`src/rtl/loader_pkg.sv`:
```
// Shared types for the instruction-memory boot loader.
package loader_pkg;

   typedef enum logic [2:0] {
      StIdle,
      StHdr,
      StLoad,
      StWrite,
      StDone,
      StErr
   } state_e;

   localparam int unsigned BYTES_PER_WORD = 4;

endpackage

```
`src/rtl/byte_packer.sv`:
```
// Big-endian byte-to-word shift register shared by the header and payload phases.
module byte_packer
   import loader_pkg::*;
(
   input  logic        clk,
   input  logic        rst,
   input  logic        clr_i,
   input  logic        push_i,
   input  logic [7:0]  in_data_i,
   output logic [31:0] word_o,
   output logic        full_o
);

   localparam int unsigned CntW = $clog2(BYTES_PER_WORD);

   logic [31:0]     word_q, word_d;
   logic [CntW-1:0] cnt_q, cnt_d;

   // Asserted on the push that completes the word, so the FSM can advance on that edge.
   assign full_o = push_i && (cnt_q == CntW'(BYTES_PER_WORD - 1));
   assign word_o = word_q;

   always_comb begin
      word_d = word_q;
      cnt_d  = cnt_q;
      if (clr_i) begin
         word_d = '0;
         cnt_d  = '0;
      end else if (push_i) begin
         word_d = {word_q[23:0], in_data_i};
         cnt_d  = cnt_q + 1'b1;
      end
   end

   always_ff @(posedge clk or posedge rst) begin
      if (rst) begin
         word_q <= '0;
         cnt_q  <= '0;
      end else begin
         word_q <= word_d;
         cnt_q  <= cnt_d;
      end
   end

endmodule

```
`src/rtl/imem_loader.sv`:
```
// Boot-time loader: length-prefixed byte stream in, one-cycle word writes to instruction memory out.
module imem_loader
   import loader_pkg::*;
#(
   parameter logic [31:0] BASE_ADDR = 32'h0000_0000,
   parameter int unsigned MAX_WORDS = 1024
) (
   input  logic        clk,
   input  logic        rst,
   input  logic        start_i,
   input  logic [7:0]  in_data_i,
   input  logic        in_valid_i,
   output logic        in_ready_o,
   output logic        imem_we_o,
   output logic [31:0] imem_waddr_o,
   output logic [31:0] imem_wdata_o,
   output logic        cpu_en_o,
   output logic        busy_o,
   output logic        done_o,
   output logic        err_o
);

   localparam int unsigned RemW = $clog2(MAX_WORDS + 1);

   state_e          state_q, state_d;
   logic [31:0]     addr_q, addr_d;
   logic [RemW-1:0] rem_q, rem_d;

   logic        push;
   logic        clr;
   logic        full;
   logic [31:0] word;
   logic [31:0] hdr_count;

   assign in_ready_o = (state_q == StHdr) || (state_q == StLoad);
   assign push       = in_valid_i && in_ready_o;
   // Count as it will read once the current byte lands; only meaningful when full is set.
   assign hdr_count  = {word[23:0], in_data_i};

   byte_packer u_byte_packer (
      .clk       (clk),
      .rst       (rst),
      .clr_i     (clr),
      .push_i    (push),
      .in_data_i (in_data_i),
      .word_o    (word),
      .full_o    (full)
   );

   always_comb begin
      state_d = state_q;
      addr_d  = addr_q;
      rem_d   = rem_q;
      clr     = 1'b0;
      unique case (state_q)
         StIdle, StDone, StErr: begin
            if (start_i) begin
               state_d = StHdr;
               addr_d  = BASE_ADDR;
               clr     = 1'b1;
            end
         end
         StHdr: begin
            if (full) begin
               if (hdr_count == '0) begin
                  state_d = StDone;
               end else if (hdr_count > MAX_WORDS) begin
                  state_d = StErr;
               end else begin
                  rem_d   = hdr_count[RemW-1:0];
                  state_d = StLoad;
               end
            end
         end
         StLoad: begin
            if (full) state_d = StWrite;
         end
         StWrite: begin
            addr_d  = addr_q + 32'd4;
            rem_d   = rem_q - 1'b1;
            state_d = (rem_q == RemW'(1)) ? StDone : StLoad;
         end
         default: state_d = StIdle;
      endcase
   end

   always_ff @(posedge clk or posedge rst) begin
      if (rst) begin
         state_q <= StIdle;
         addr_q  <= BASE_ADDR;
         rem_q   <= '0;
      end else begin
         state_q <= state_d;
         addr_q  <= addr_d;
         rem_q   <= rem_d;
      end
   end

   assign imem_we_o    = (state_q == StWrite);
   assign imem_waddr_o = addr_q;
   assign imem_wdata_o = word;
   assign cpu_en_o     = (state_q == StDone);
   assign done_o       = (state_q == StDone);
   assign err_o        = (state_q == StErr);
   assign busy_o       = (state_q == StHdr) || (state_q == StLoad) || (state_q == StWrite);

endmodule

```
`config.mk`:
```
export PLATFORM = sky130hd
export DESIGN_NAME = imem_loader
export DESIGN_NICKNAME = d
export VERILOG_FILES = /design/src/rtl/loader_pkg.sv /design/src/rtl/byte_packer.sv /design/src/rtl/imem_loader.sv
export SDC_FILE = /design/constraint.sdc
export NUM_CORES = 1
export LEC_CHECK = 0
export ABC_AREA = 1
export CORE_ASPECT_RATIO = 0.5
export CORE_MARGIN = 1
export CORE_UTILIZATION = 55
export DETAILED_ROUTE_END_ITERATION = 16
export DONT_BUFFER_PORTS = 1
export PLACE_DENSITY = 0.81
export SYNTH_ARGS = -nofsm -noshare
export SYNTH_HDL_FRONTEND = slang
export SYNTH_SLANG_ARGS = --single-unit
```
`constraint.sdc`:
```
create_clock -name clk -period 3.9 [get_ports clk]
set_input_delay 0.78 -clock clk [delete_from_list [all_inputs] [get_ports clk]]
set_output_delay 0.78 -clock clk [all_outputs]
set_load 0.01 [all_outputs]
```
After elaboration in Yosys (flattened, before gate mapping)
Cells that the tools add are included.
- register bits: 80
- bits of input ports: 12
- output and inout bits: 70
- logic and storage cells: 53
- add/sub/neg operators: 3
- order comparisons: 1
- eq/ne operators: 12
- multiplexer cells: 19
- reductions and logical operators: 13
- operators with widths (cell ; number):
    $mux W32 ; 3
    $pmux W32 S2 ; 1
    $mux W11 ; 3
    $add A32 B3 Y32 const B ; 1
    $gt A32 B11 Y1 const B ; 1
    $logic_not A32 Y1 ; 1
    $pmux W11 S2 ; 1
    $mux W3 ; 6
    $pmux W3 S4 ; 1
    $eq A11 B1 Y1 const B ; 1
    $sub A11 B1 Y11 const B ; 1
    $ne A2 B2 Y1 const B ; 5
    $eq A3 B2 Y1 const B ; 2
    $eq A3 B3 Y1 const B ; 2
    $reduce_bool A2 Y1 ; 3
    $mux W2 ; 2
    $reduce_and A4 Y1 ; 1
    $eq A3 B1 Y1 const B ; 1
    $logic_not A3 Y1 ; 1
    $reduce_and A3 Y1 ; 1
    $reduce_or A3 Y1 ; 1
    $add A2 B1 Y2 const B ; 1
    $eq A2 B2 Y1 const B ; 1
    $logic_and A1 B1 Y1 ; 2
    3 further kinds ; 5

Depth between registers and ports, before layout
Gate-level depths: netlist of run 1.
- depth in word-level cells: 6
- gate-level depth with buffers: 12
- gate-level depth less buffers: 11

Cells and area by module
A second synthesis of run 1 with hierarchy kept.
- cells, all modules: 632
- area, all modules: 4669.5 µm²
- by module, submodules not included (module ; instances ; cells each ; area an instance (µm²) ; seq. area each (µm²)):
    imem_loader ; 1 ; 479 ; 3130.5 ; 1101.1
    byte_packer ; 1 ; 153 ; 1539.0 ; 850.8

Worst setup path before layout of run 1
Ideal clock, no wire load.
- kind: register -> output
- start point: register state_q[2]
- end point: output port imem_we_o
- data arrival time: 1.055 ns
- required time: 3.120 ns
- slack: 2.065 ns
- cell stages (with the launch flop): 6
- path buffers: 2
- cells stage by stage: dfrtp_1 -> inv_2 -> nand3_4 -> inv_2 -> buf_4 -> buf_2
- longest elaborated chain between the ends: 1
- ends and longest elaborated chain (what ; RTL line ; RTL):
    start, declared ; imem_loader.sv:25 ; state_e state_q, state_d;
    start signal, assigned ; imem_loader.sv:89 ; state_q <= StIdle;
    start signal, assigned ; imem_loader.sv:93 ; state_q <= state_d;
    $eq A3 B2 Y1 ; imem_loader.sv:99 ; assign imem_we_o = (state_q == StWrite);
    end, declared ; imem_loader.sv:14 ; output logic imem_we_o,
Every way passes these cells.

Worst setup path after layout of run 1
Same ends and word-level chain as after synthesis.

==> run metrics, run 1 <==
most frequently used flop master after synthesis dfrtp_1; Pins Over Slew Limit 0; total wirelength of the detailed-routed design around 11000 µm; CORE AREA around 7600 µm²; maximum root-to-sink buffer count 2; type of element launching the critical path flop; clock edge transition at the registers on the reported setup and hold paths approximately 0.060 ns; hold path startpoint u_byte_packer.cnt_q[0]$_DFFE_PP0P_; CP Launch Point state_q[2]$_DFFE_PP0P_; antenna violations before repair 0; arrival time of data at the critical path endpoint around 1.7 ns; count of pins on the block boundary a little over 80; number of flops mapped to enable cells by yosys 0; switching power summed over all nets around 0.0014 W; proportion of synthesized chip area in sequential cells 0.439; root buffer selected by CTS clkbuf_16; register-to-register setup slack ~1.7 ns; total power density per cell area 673 nW/µm²; area share of fa/ha/maj cells after synthesis 0.0113; Pint 0.00176 W; post-route clock period utilization 0.633; final core area utilization 0.627; achievable clock frequency approximately 400 MHz; Compound-Gate Fraction of Synth Area 0.0991; Total Power Consumption 0.00320 W; count of cells along the worst hold path 1; synthesized area divided by synthesized cell count just over 7 µm²; endpoint required time on the critical path roughly 3.1 ns; proportion of power drawn by the clock network 0.255; largest voltage drop on the vdd net roughly 0.00047 V; fraction of registers with async set or reset after synthesis 1.00; combinational family with the most area after synthesis simple AND/OR/NAND/NOR gates; status finished, final reports clean; fin nets between 600 and 700; post-synthesis cell area around 4400 µm²; hold crit path type flop to flop; Total Negative Setup Slacks 0 ns; number of hold violations in the final report 0; Sw Share 0.449; DRT Pass-1 Iters 5; Synth Area in Simple Gates 0.337; number of different library cells in the post-synthesis netlist 32; routability cong. ~0.87; Reg2Reg Capture Point imem_waddr_o[22]$_DFFE_PP0P_; cts repair resizes 0; maximum number of pins on one net before global-route repair roughly 60; number of antenna-violating nets in the routed design 0; HPWL reported at the end of detailed placement roughly 7600 µm; # Max-Cap Violations 0; mean routed wirelength per cell approximately 15 µm; relative area change from synthesis to final layout 6.87%; number of violations reported at the end of detailed-routing iteration 0 425; synthesized netlist cell count 611; multiplexer share of the synthesized area 0; fraction of power consumed by combinational cells 0.344; Final setup viols 0; Synth Area in XOR/XNOR 0.00394; DRC violations left 0; most frequent cells in the layout 152 x nand2_1, 89 x inv_1, 78 x dfrtp_1, 72 x nor2_1, 67 x nand3_1; ANT cells 0; full die area ~8500 µm²; CTS buffer count 9; vias roughly 4000; total gr overflow 0; insertion delay of the later-clocked pin in the worst-skew pair between 0.3 and 0.4 ns; Synth warnings 0; number of buffers inserted by post-CTS setup repair 0; Port-buffer cells 0; cts-stage hold buffer count 0; Post-Layout Inst Area between 4000 and 5000 µm²; number of flip-flops and latches in the synthesized netlist 78; commonest non-fill, non-tap cell in the layout nand2_1; TritonCTS clock tree yes; initial core utilization 0.587; via density per instance 5.49; normalized max-slew margin 0.294; capturing element type of the critical path output pin; pin slew with the least headroom to its limit roughly 1.1 ns; biggest fanout along the worst timing path 30; share of post-route cells with drive strength above 1 0.0736; setup repair after global routing missed its margin false; final clock skew 0.00812 ns; worst hold endpoint u_byte_packer.cnt_q[0]$_DFFE_PP0P_; instance area at placement approximately 4500 µm²; worst reg2reg startpoint state_q[2]$_DFFE_PP0P_; R2R depth 8; width of the die 129 µm; leakage power ~2.3 nW; clock sink count roughly 80; vias in the first global route approximately 3700; Seq pwr share 0.401; site row count 22; critical setup path kind flop to output pin; overall global routing resource usage 0.280; maximum level of the CTS H-tree 3; clock period minus final worst setup slack between 2 and 2.5 ns; global-route wire length before repair between 15000 and 20000 µm; DIE HEIGHT 65.6 µm
registers in the layout (all words and copies together), names as in the netlist:
signal                flops
imem_waddr_o             30
rem_q                    11
state_q                   3
u_byte_packer.cnt_q       2
u_byte_packer.word_o     32
layer usage:
| layer | routed length [µm] | vias to the layer above | GRT usage |
|---|---|---|---|
| met5 | 0 | - | 0 |
| met4 | 68 | 0 | 0.0574 |
| met3 | 1030 | 8 | 0.123 |
| met2 | 4760 | 121 | 0.433 |
| met1 | 4900 | 1865 | 0.362 |
| li1 | - | 1956 | - |
how the worst max path moves through the flow:
stage	end	slack, ns	cells past startpoint
2_1_floorplan	imem_waddr_o[10]$_DFFE_PP0P_	1.12	1
3_3_place_gp	rem_q[0]$_DFFE_PP0P_	1.75	10
3_5_place_dp	imem_waddr_o[22]$_DFFE_PP0P_	1.72	8
4_1_cts	imem_we_o	1.44	3
5_1_grt	imem_we_o	1.35	3
6_report	imem_we_o	1.43	3
worst max-delay path, stage by stage (launching register included):
cell     delay (ns)
dfrtp_1        0.41
inv_2          0.13
nand3_4        0.23
inv_2          0.56
per-stage QoR:
step                hold WS (ns)  worst slack, ns  cells
global route               0.507             1.35    719
global placement           0.467             1.75    703
CTS                        0.489             1.44    719
finish                     0.485             1.43    719
detailed placement         0.480             1.72    703
floorplan                  0.450             1.12    612
Yosys cell counts, types with 3 or more instances:
cell type / instances / area share
nand4_1: 11 / 0.015
buf_4: 7 / 0.012
inv_1: 90 / 0.076
nand2_2: 8 / 0.011
nand2_1: 152 / 0.13
o21ai_0: 40 / 0.045
a21oi_1: 4 / 0.0045
nor3_1: 10 / 0.011
nor2_1: 72 / 0.061
o22ai_1: 23 / 0.032
nor2_4: 5 / 0.013
a22oi_1: 3 / 0.0051
dfrtp_1: 78 / 0.44
nand3_2: 3 / 0.0068
buf_2: 5 / 0.0056
o21ai_1: 5 / 0.0056
inv_2: 4 / 0.0034
nand3_1: 67 / 0.075
ha_1: 4 / 0.011
buf_6: 4 / 0.010
kinds of logic (layout without fill, tap and decap cells):
group                      after synthesis  in the layout
buffers and inverters                  112            111
DFF                                     78             78
adders and majority gates                4              4
other                                    1              2
AOI/OAI and AO/OA                       79             79
and+or+nand+nor                        335            335
xor gates and xnor gates                 2              2
area by class of cell:
type,instances,area (µm²)
Fill cell,706,2820
Multi-Input combinational cell,422,2010
Sequential cell,78,1950
Inverter,94,354
Clock buffer,9,225
Tap cell,108,135
Clock inverter,7,62.6
Timing Repair Buffer,1,7.51
power groups by stage:
stage / clock (W) / sequential, W / combinational, W
after global routing: 0.000875 / 0.00131 / 0.00125
after CTS: 0.000834 / 0.00128 / 0.00109
final: 0.000816 / 0.00128 / 0.00110
after floorplan: 0 / 0.00122 / 0.000950
after global placement: 0 / 0.00129 / 0.00106
after detailed placement: 0 / 0.00129 / 0.00109
Note: power is estimated with default switching activity, not from simulation.
==> run 2: changes to the inputs <==
--- a/config.mk
+++ b/config.mk
@@ -11,7 +11,7 @@
 export CORE_UTILIZATION = 55
 export DETAILED_ROUTE_END_ITERATION = 16
 export DONT_BUFFER_PORTS = 1
-export PLACE_DENSITY = 0.81
+export PLACE_DENSITY = 0.84
 export SYNTH_ARGS = -nofsm -noshare
 export SYNTH_HDL_FRONTEND = slang
 export SYNTH_SLANG_ARGS = --single-unit
==> constraint.sdc (replaced) <==
create_clock -name clk -period 2.1 [get_ports clk]
set_input_delay 0.42 -clock clk [delete_from_list [all_inputs] [get_ports clk]]
set_output_delay 0.42 -clock clk [all_outputs]
set_load 0.01 [all_outputs]
==> run 2 against run 1 <==
Effect of this change:
- non-clock buffer count grew 8
- clock skew shrank 0.0046 ns
- utilization grew 1.0 points
- critical path type unchanged
- largest cell class unchanged
- highest routed layer unchanged
==> run metrics, run 2 (synthesis gave the netlist of run 1 again) <==
insertion delay of the later-clocked pin in the worst-skew pair 0.35 ns (about the same); Port-buffer cells 0 (unchanged); share of post-route cells with drive strength above 1 0.0856 (+0.0120); cts repair resizes 0 (unchanged); top routing layer in use met4; global-route wire length before repair 17800 µm (-0.96%); overall global routing resource usage 0.277 (-0.00278); Pins Over Slew Limit 0 (unchanged); status finished, final reports clean; vias 4032 (+2.1%); largest voltage drop on the vdd net 0.000940 V (+100%); Largest register FFs 32 (unchanged); worst setup slack after layout 0.188 ns (-1.24 ns); number of hold violations in the final report 0 (unchanged); # Max-Cap Violations 0 (unchanged); hold crit path type primary input to asynchronous set/reset pin; instance area at placement 4540 µm² (+1.7%); number of buffers inserted by post-CTS setup repair 0 (unchanged); CORE AREA 7570 µm² (unchanged); mean routed wirelength per cell 14.6 µm (-2.3%); switching power summed over all nets 0.00266 W (+86%); total of fill cells in the finished design 642 (-9.1%); post-route clock period utilization 0.910; DIE HEIGHT 65.6 µm (unchanged); HPWL reported at the end of detailed placement 7670 µm (+0.50%); capturing element type of the critical path output pin; ANT cells 0 (unchanged); achievable clock frequency 523 MHz; met3 routed WL 1070 µm (+3.2%); biggest fanout along the worst timing path 10 (-67%); total gr overflow 0 (unchanged); length of routed wiring on met1 4610 µm (-5.8%); fraction of power consumed by combinational cells 0.349 (+0.005); maximum level of the CTS H-tree 3 (unchanged); number of violations reported at the end of detailed-routing iteration 0 320 (-25%); root buffer selected by CTS clkbuf_16; via density per instance 5.55 (+0.95%); maximum root-to-sink buffer count 2 (unchanged); count of pins on the block boundary 82 (unchanged); clock period minus final worst setup slack 1.91 ns; fin nets 630 (+1.3%); commonest non-fill, non-tap cell in the layout nand2_1; final clock skew 0.00352 ns (-0.00461 ns); Final setup viols 0 (unchanged); proportion of power drawn by the clock network 0.256 (about the same); TritonCTS clock tree yes; clock sink count 78 (unchanged); Setup Slack @ Placement 0.278 ns (-1.44 ns); vias in the first global route 3746 (+0.62%); Met2 Routed Length 4780 µm (+0.48%); total wirelength of the detailed-routed design 10600 µm (-1.2%); arrival time of data at the critical path endpoint 1.49 ns (-0.20 ns); Sw Share 0.442 (-0.00670); DRT Pass-1 Iters 5 (unchanged); site row count 22 (unchanged); CTS buffer count 9 (unchanged); setup repair after global routing missed its margin false; critical setup path kind flop to output pin; register-to-register setup slack 0.27 ns (-1.41 ns); DRC violations left 0 (unchanged); relative area change from synthesis to final layout 8.65%; number of antenna-violating nets in the routed design 0 (unchanged); Pint 0.00336 W (+91%); cts-stage hold buffer count 0 (unchanged); maximum number of pins on one net before global-route repair 79 (+30%); Seq pwr share 0.395 (-0.006); type of element launching the critical path flop; width of the die 129 µm (unchanged); leakage power 2.30 nW (+1.8%); Total Negative Setup Slacks 0 ns (unchanged); Post-Layout Inst Area 4830 µm² (+1.7%); initial core utilization 0.587 (unchanged); total power density per cell area 1250 nW/µm² (+85%); full die area 8460 µm² (unchanged); clock edge transition at the registers on the reported setup and hold paths 0.06 ns (about the same); endpoint required time on the critical path 1.68 ns (-1.44 ns); routability cong. 0.871 (about the same); antenna violations before repair 0 (unchanged); most frequent cells in the layout 152 x nand2_1, 89 x inv_1, 78 x dfrtp_1, 72 x nor2_1, 67 x nand3_1
==> run 2: changes by cell type in the layout (fill, tap and decap cells not counted) <==
cell	previous run	this run
clkinv_2	2	0
buf_12	0	1
clkinv_4	1	0
buf_4	1	8
inv_6	3	5
clkinvlp_4	0	1
==> run 2: worst paths after layout <==
kind / start / to / depth (start not counted)
max: state_q[2]$_DFFE_PP0P_ / imem_we_o / 4
min: rst / imem_waddr_o[14]$_DFFE_PP0P_ / 2
max reg2reg: imem_waddr_o[2]$_DFFE_PP0P_ / imem_waddr_o[20]$_DFFE_PP0P_ / 8
min reg2reg: u_byte_packer.cnt_q[0]$_DFFE_PP0P_ / u_byte_packer.cnt_q[0]$_DFFE_PP0P_ / 1
max in group asynchronous: rst / u_byte_packer.word_o[4]$_DFFE_PP0P_ / 2
min in group clk: in_data_i[0] / u_byte_packer.word_o[0]$_DFFE_PP0P_ / 2
==> run 2: cell type report <==
type	count	area, µm²	share of cell area
Clock buffer	9	225	0.0467
Timing Repair Buffer	9	80.1	0.0166
Tap cell	108	135	0.0280
Clock inverter	7	66.3	0.0137
Sequential cell	78	1950	0.404
Multi-Input combinational cell	422	2010	0.417
Inverter	94	357	0.0739
==> run 2: critical path: stages, from the launching register on <==
cell and delay, ns:
dfrtp_1 0.42, inv_2 0.14, nand3_4 0.13, inv_2 0.23
buf_4 0.23
==> run 2: stage by stage <==
step	util	instances	total power, W	hold WS, ns
final	0.638	727	0.00603	0.0536
after detailed placement	0.599	711	0.00448	0.446
after CTS	0.638	727	0.00605	0.0700
after global routing	0.638	727	0.00646	0.0801
after floorplan	-	612	0.00404	0.450
after global placement	0.599	711	0.00442	0.441
==> run 2: power groups by stage <==
stage	Combinational [W]	Sequential (W)	Clock (W)
after detailed placement	0.00208	0.00240	0
after global routing	0.00238	0.00243	0.00165
after CTS	0.00210	0.00237	0.00158
after global placement	0.00204	0.00238	0
final	0.00211	0.00238	0.00154
after floorplan	0.00177	0.00227	0
==> run 2: layer usage <==
layer / up-vias / GRT usage
met2: 137 / 0.421
li1: 1974 / -
met3: 20 / 0.142
met1: 1901 / 0.338
met4: 0 / 0.0956
met5: - / 0
==> run 3: changes to the inputs <==
--- a/config.mk
+++ b/config.mk
@@ -6,6 +6,7 @@
 export NUM_CORES = 1
 export LEC_CHECK = 0
 export ABC_AREA = 1
+export ABC_CLOCK_PERIOD_IN_PS = 2100
 export CORE_ASPECT_RATIO = 0.5
 export CORE_MARGIN = 1
 export CORE_UTILIZATION = 55
@@ -14,4 +15,5 @@
 export PLACE_DENSITY = 0.84
 export SYNTH_ARGS = -nofsm -noshare
 export SYNTH_HDL_FRONTEND = slang
+export SYNTH_HIERARCHICAL = 1
 export SYNTH_SLANG_ARGS = --single-unit
==> constraint.sdc (replaced) <==
create_clock -name clk -period 2.1 [get_ports clk]
set_input_delay 0.63 -clock clk [delete_from_list [all_inputs] [get_ports clk]]
set_output_delay 0.63 -clock clk [all_outputs]
set_load 0.01 [all_outputs]
==> run 3 against run 2 <==
Effect of this change:
- non-clock buffer count rose by 11
- die area grew 5.0%
- sequential power decreased by 4%
- synthesized area is 5.1% higher
- routed wire length rose by 6.0%
- critical endpoint is now busy_o
==> run metrics, run 3 <==
commonest non-fill, non-tap cell in the layout nand2_1; DRT Pass-1 Iters 5 (unchanged); count of pins on the block boundary 82 (unchanged); number of different library cells in the post-synthesis netlist 38 (+19%); mean routed wirelength per cell 14.8 µm (+1.5%); total gr overflow 0 (unchanged); site row count 23 (+4.5%); HPWL reported at the end of detailed placement 7890 µm (+2.8%); overall global routing resource usage 0.273 (-0.00426); Synth warnings 6 (+6); switching power summed over all nets 0.00256 W (-3.9%); endpoint required time on the critical path 1.47 ns (-0.21 ns); CORE AREA 8120 µm² (+7.2%); largest voltage drop on the vdd net 0.000651 V (-31%); area fraction of the dominant cell type after synthesis 0.418 (-0.0213); final clock skew 0.00612 ns (+0.00261 ns); Port-buffer cells 0 (unchanged); most frequent cells in the layout 217 x nand2_1, 77 x dfrtp_1, 64 x nand3_1, 63 x nor2_1, 60 x inv_1; share of post-route cells with drive strength above 1 0.134 (+0.0488); fraction of power consumed by combinational cells 0.365 (+0.016); number of flops mapped to enable cells by yosys 0 (unchanged); relative area change from synthesis to final layout 8.41%; type of element launching the critical path flop; Seq pwr share 0.388 (-0.007); status finished, final reports clean; antenna violations before repair 0 (unchanged); vias in the first global route 3940 (+5.2%); total wirelength of the detailed-routed design 11300 µm (+6.0%); Synth area leader dfrtp_1; TritonCTS clock tree yes; critical setup path kind flop to output pin; WHS 0.276 ns (+0.222 ns); Met2 Routed Length 5250 µm (+9.8%); pin slew with the least headroom to its limit between 0.5 and 0.6 ns; DRC violations left 0 (unchanged); # Max-Cap Violations 0 (unchanged); family with the most delay on the worst path simple AND/OR/NAND/NOR gates; maximum number of pins on one net before global-route repair 45 (-43%); proportion of power drawn by the clock network 0.247 (-0.009); vias 4175 (+3.5%); top cell types by occurrence after synthesis 220 x nand2_1, 78 x dfrtp_1, 65 x nor2_1, 64 x nand3_1, 60 x inv_1; via density per instance 5.50 (-0.82%); total of fill cells in the finished design 684 (+6.5%); Cell Chain, Critical Path inv_1 -> nor2_2 -> nand2_1 -> nand2_2 -> inv_1 -> nand2_2; hold crit path type primary input to asynchronous set/reset pin; leading cell type by number of instances after synthesis nand2_1; maximum level of the CTS H-tree 3 (unchanged); Final setup viols 0 (unchanged); Pint 0.00331 W (-1.6%); highest cell delay on the worst timing path 0.42 ns (about the same); Pins Over Slew Limit 0 (unchanged); normalized max-slew margin 0.619; proportion of synthesized chip area in sequential cells 0.418 (-0.0213); Layout Cells excl Fill 759 (+4.4%); DIE HEIGHT 67.2 µm (+2.4%); leakage power 2.53 nW (+10%); full die area 8880 µm² (+5.0%); number of flip-flops and latches in the synthesized netlist 78 (unchanged); Post-Layout Inst Area 5060 µm² (+4.9%); synthesized netlist cell count 632 (+3.4%); CTS buffer count 9 (unchanged); number of violations reported at the end of detailed-routing iteration 0 276 (-14%); initial core utilization 0.575 (-0.0115); width of the die 132 µm (+2.5%); ANT cells 0 (unchanged); instance area at placement 4740 µm² (+4.5%); top routing layer in use met4; clock period minus final worst setup slack 2.03 ns (+0.113 ns); post-synthesis cell area 4670 µm² (+5.1%); CP bufs+invs 2 (-1); insertion delay of the later-clocked pin in the worst-skew pair 0.34 ns (about the same); met3 routed WL 1220 µm (+14%); global-route wire length before repair 18900 µm (+6.2%); fraction of registers with async set or reset after synthesis 1.00 (unchanged); length of routed wiring on met1 4650 µm (+0.87%); achievable clock frequency 494 MHz (-5.6%); top cells by area, synth dfrtp_1 42%, nand2_1 18%, nand3_1 6.9%, nor2_1 5.2%, inv_1 4.8%; clock edge transition at the registers on the reported setup and hold paths 0.06 ns (about the same); most frequently used flop master after synthesis dfrtp_1; cell count after placement 738 (+3.8%); synthesized area divided by synthesized cell count 7.39 µm² (+1.6%); fin nets 658 (+4.4%); arrival time of data at the critical path endpoint 1.40 ns (-0.09 ns); number of hold violations in the final report 0 (unchanged); Sw Share 0.436 (-0.00579); cts-stage hold buffer count 0 (unchanged); biggest fanout along the worst timing path 5 (-5); Largest register FFs 32 (unchanged); routability cong. 0.875 (+0.46%); root buffer selected by CTS clkbuf_16; clock sink count 78 (unchanged); post-route clock period utilization 0.964 (+0.0540); total power density per cell area 1160 nW/µm² (-7.1%); number of antenna-violating nets in the routed design 0 (unchanged); standard cell with the maximum stage delay on the critical path dfrtp_1; capturing element type of the critical path output pin; maximum root-to-sink buffer count 2 (unchanged)
==> run 3: changes by cell type after synthesis, sizes merged, moves of 4 or more <==
cell,previous run,this run
nand2,161,225
inv,94,66
o22ai,23,2
o21ai,46,27
nand3,71,86
buf,16,22
nor2,79,73
a21oi,4,8
==> run 3: power by group through the flow <==
stage                     Clock (W)  Sequential [W]  Combinational, W
after floorplan                   0         0.00221           0.00175
final                       0.00145         0.00228           0.00214
after global routing        0.00153         0.00233           0.00243
after global placement            0         0.00228           0.00203
after detailed placement          0         0.00230           0.00210
after CTS                   0.00147         0.00227           0.00210
==> run 3: final cells by class <==
| type | count | area [µm²] | area share |
|---|---|---|---|
| multi-input cells | 467 | 2290 | 0.453 |
| flip-flops and latches | 78 | 1950 | 0.386 |
| inverters | 66 | 250 | 0.0494 |
| clock buffers | 9 | 225 | 0.0445 |
| repair buffers | 20 | 150 | 0.0297 |
| well taps | 112 | 140 | 0.0277 |
| clock inverters | 7 | 51.3 | 0.0101 |
==> run 3: layer usage <==
layer | GRT usage | vias up
li1 | - | 2036
met1 | 0.318 | 1932
met2 | 0.470 | 192
met3 | 0.113 | 15
met4 | 0.0819 | 0
met5 | 0 | -
==> run 3: metrics by stage <==
step,setup WS (ns),power [W],setup TNS [ns],util
after global routing,-0.0471,0.00629,-0.274,0.624
after CTS,0.0193,0.00585,0,0.618
final,0.0750,0.00587,0,0.624
after floorplan,0.0223,0.00396,0,-
after global placement,0.235,0.00432,0,0.584
after detailed placement,0.0819,0.00439,0,0.584
==> run 3: path summary, 6_finish.rpt <==
kind | start | end | slack, ns | depth (start not counted)
hold / removal | rst | u_byte_packer/word_o[31]$_DFFE_PP0P_ | 0.28 | 2
min in group clk | in_data_i[1] | u_byte_packer/word_o[1]$_DFFE_PP0P_ | 0.41 | 2
hold reg to reg | u_byte_packer/cnt_q[1]$_DFFE_PP0P_ | u_byte_packer/cnt_q[1]$_DFFE_PP0P_ | 0.47 | 2
setup / recovery | state_q[1]$_DFFE_PP0P_ | busy_o | 0.07 | 6
setup reg to reg | state_q[1]$_DFFE_PP0P_ | u_byte_packer/word_o[18]$_DFFE_PP0P_ | 0.16 | 10
max in group asynchronous | rst | state_q[2]$_DFFE_PP0P_ | 1.37 | 2
==> run 3: timing repair <==
action	CTS	global route
gates resized for setup	0	4
setup buffers	0	5
setup endpoints to repair	0	18
==> run 3: cells by family (layout without fill, tap and decap cells) <==
logic type                 after synthesis  count (layout)  share of synthesized area
adders and majority gates                4               4                     0.0107
DFF                                     78              78                      0.418
muxes                                    1               1                    0.00214
buffers and inverters                   88             102                     0.0957
xor gates and xnor gates                 2               2                    0.00375
AOI/OAI and AO/OA                       47              47                     0.0587
and+or+nand+nor                        411             411                      0.410
other                                    1               2                   0.000803
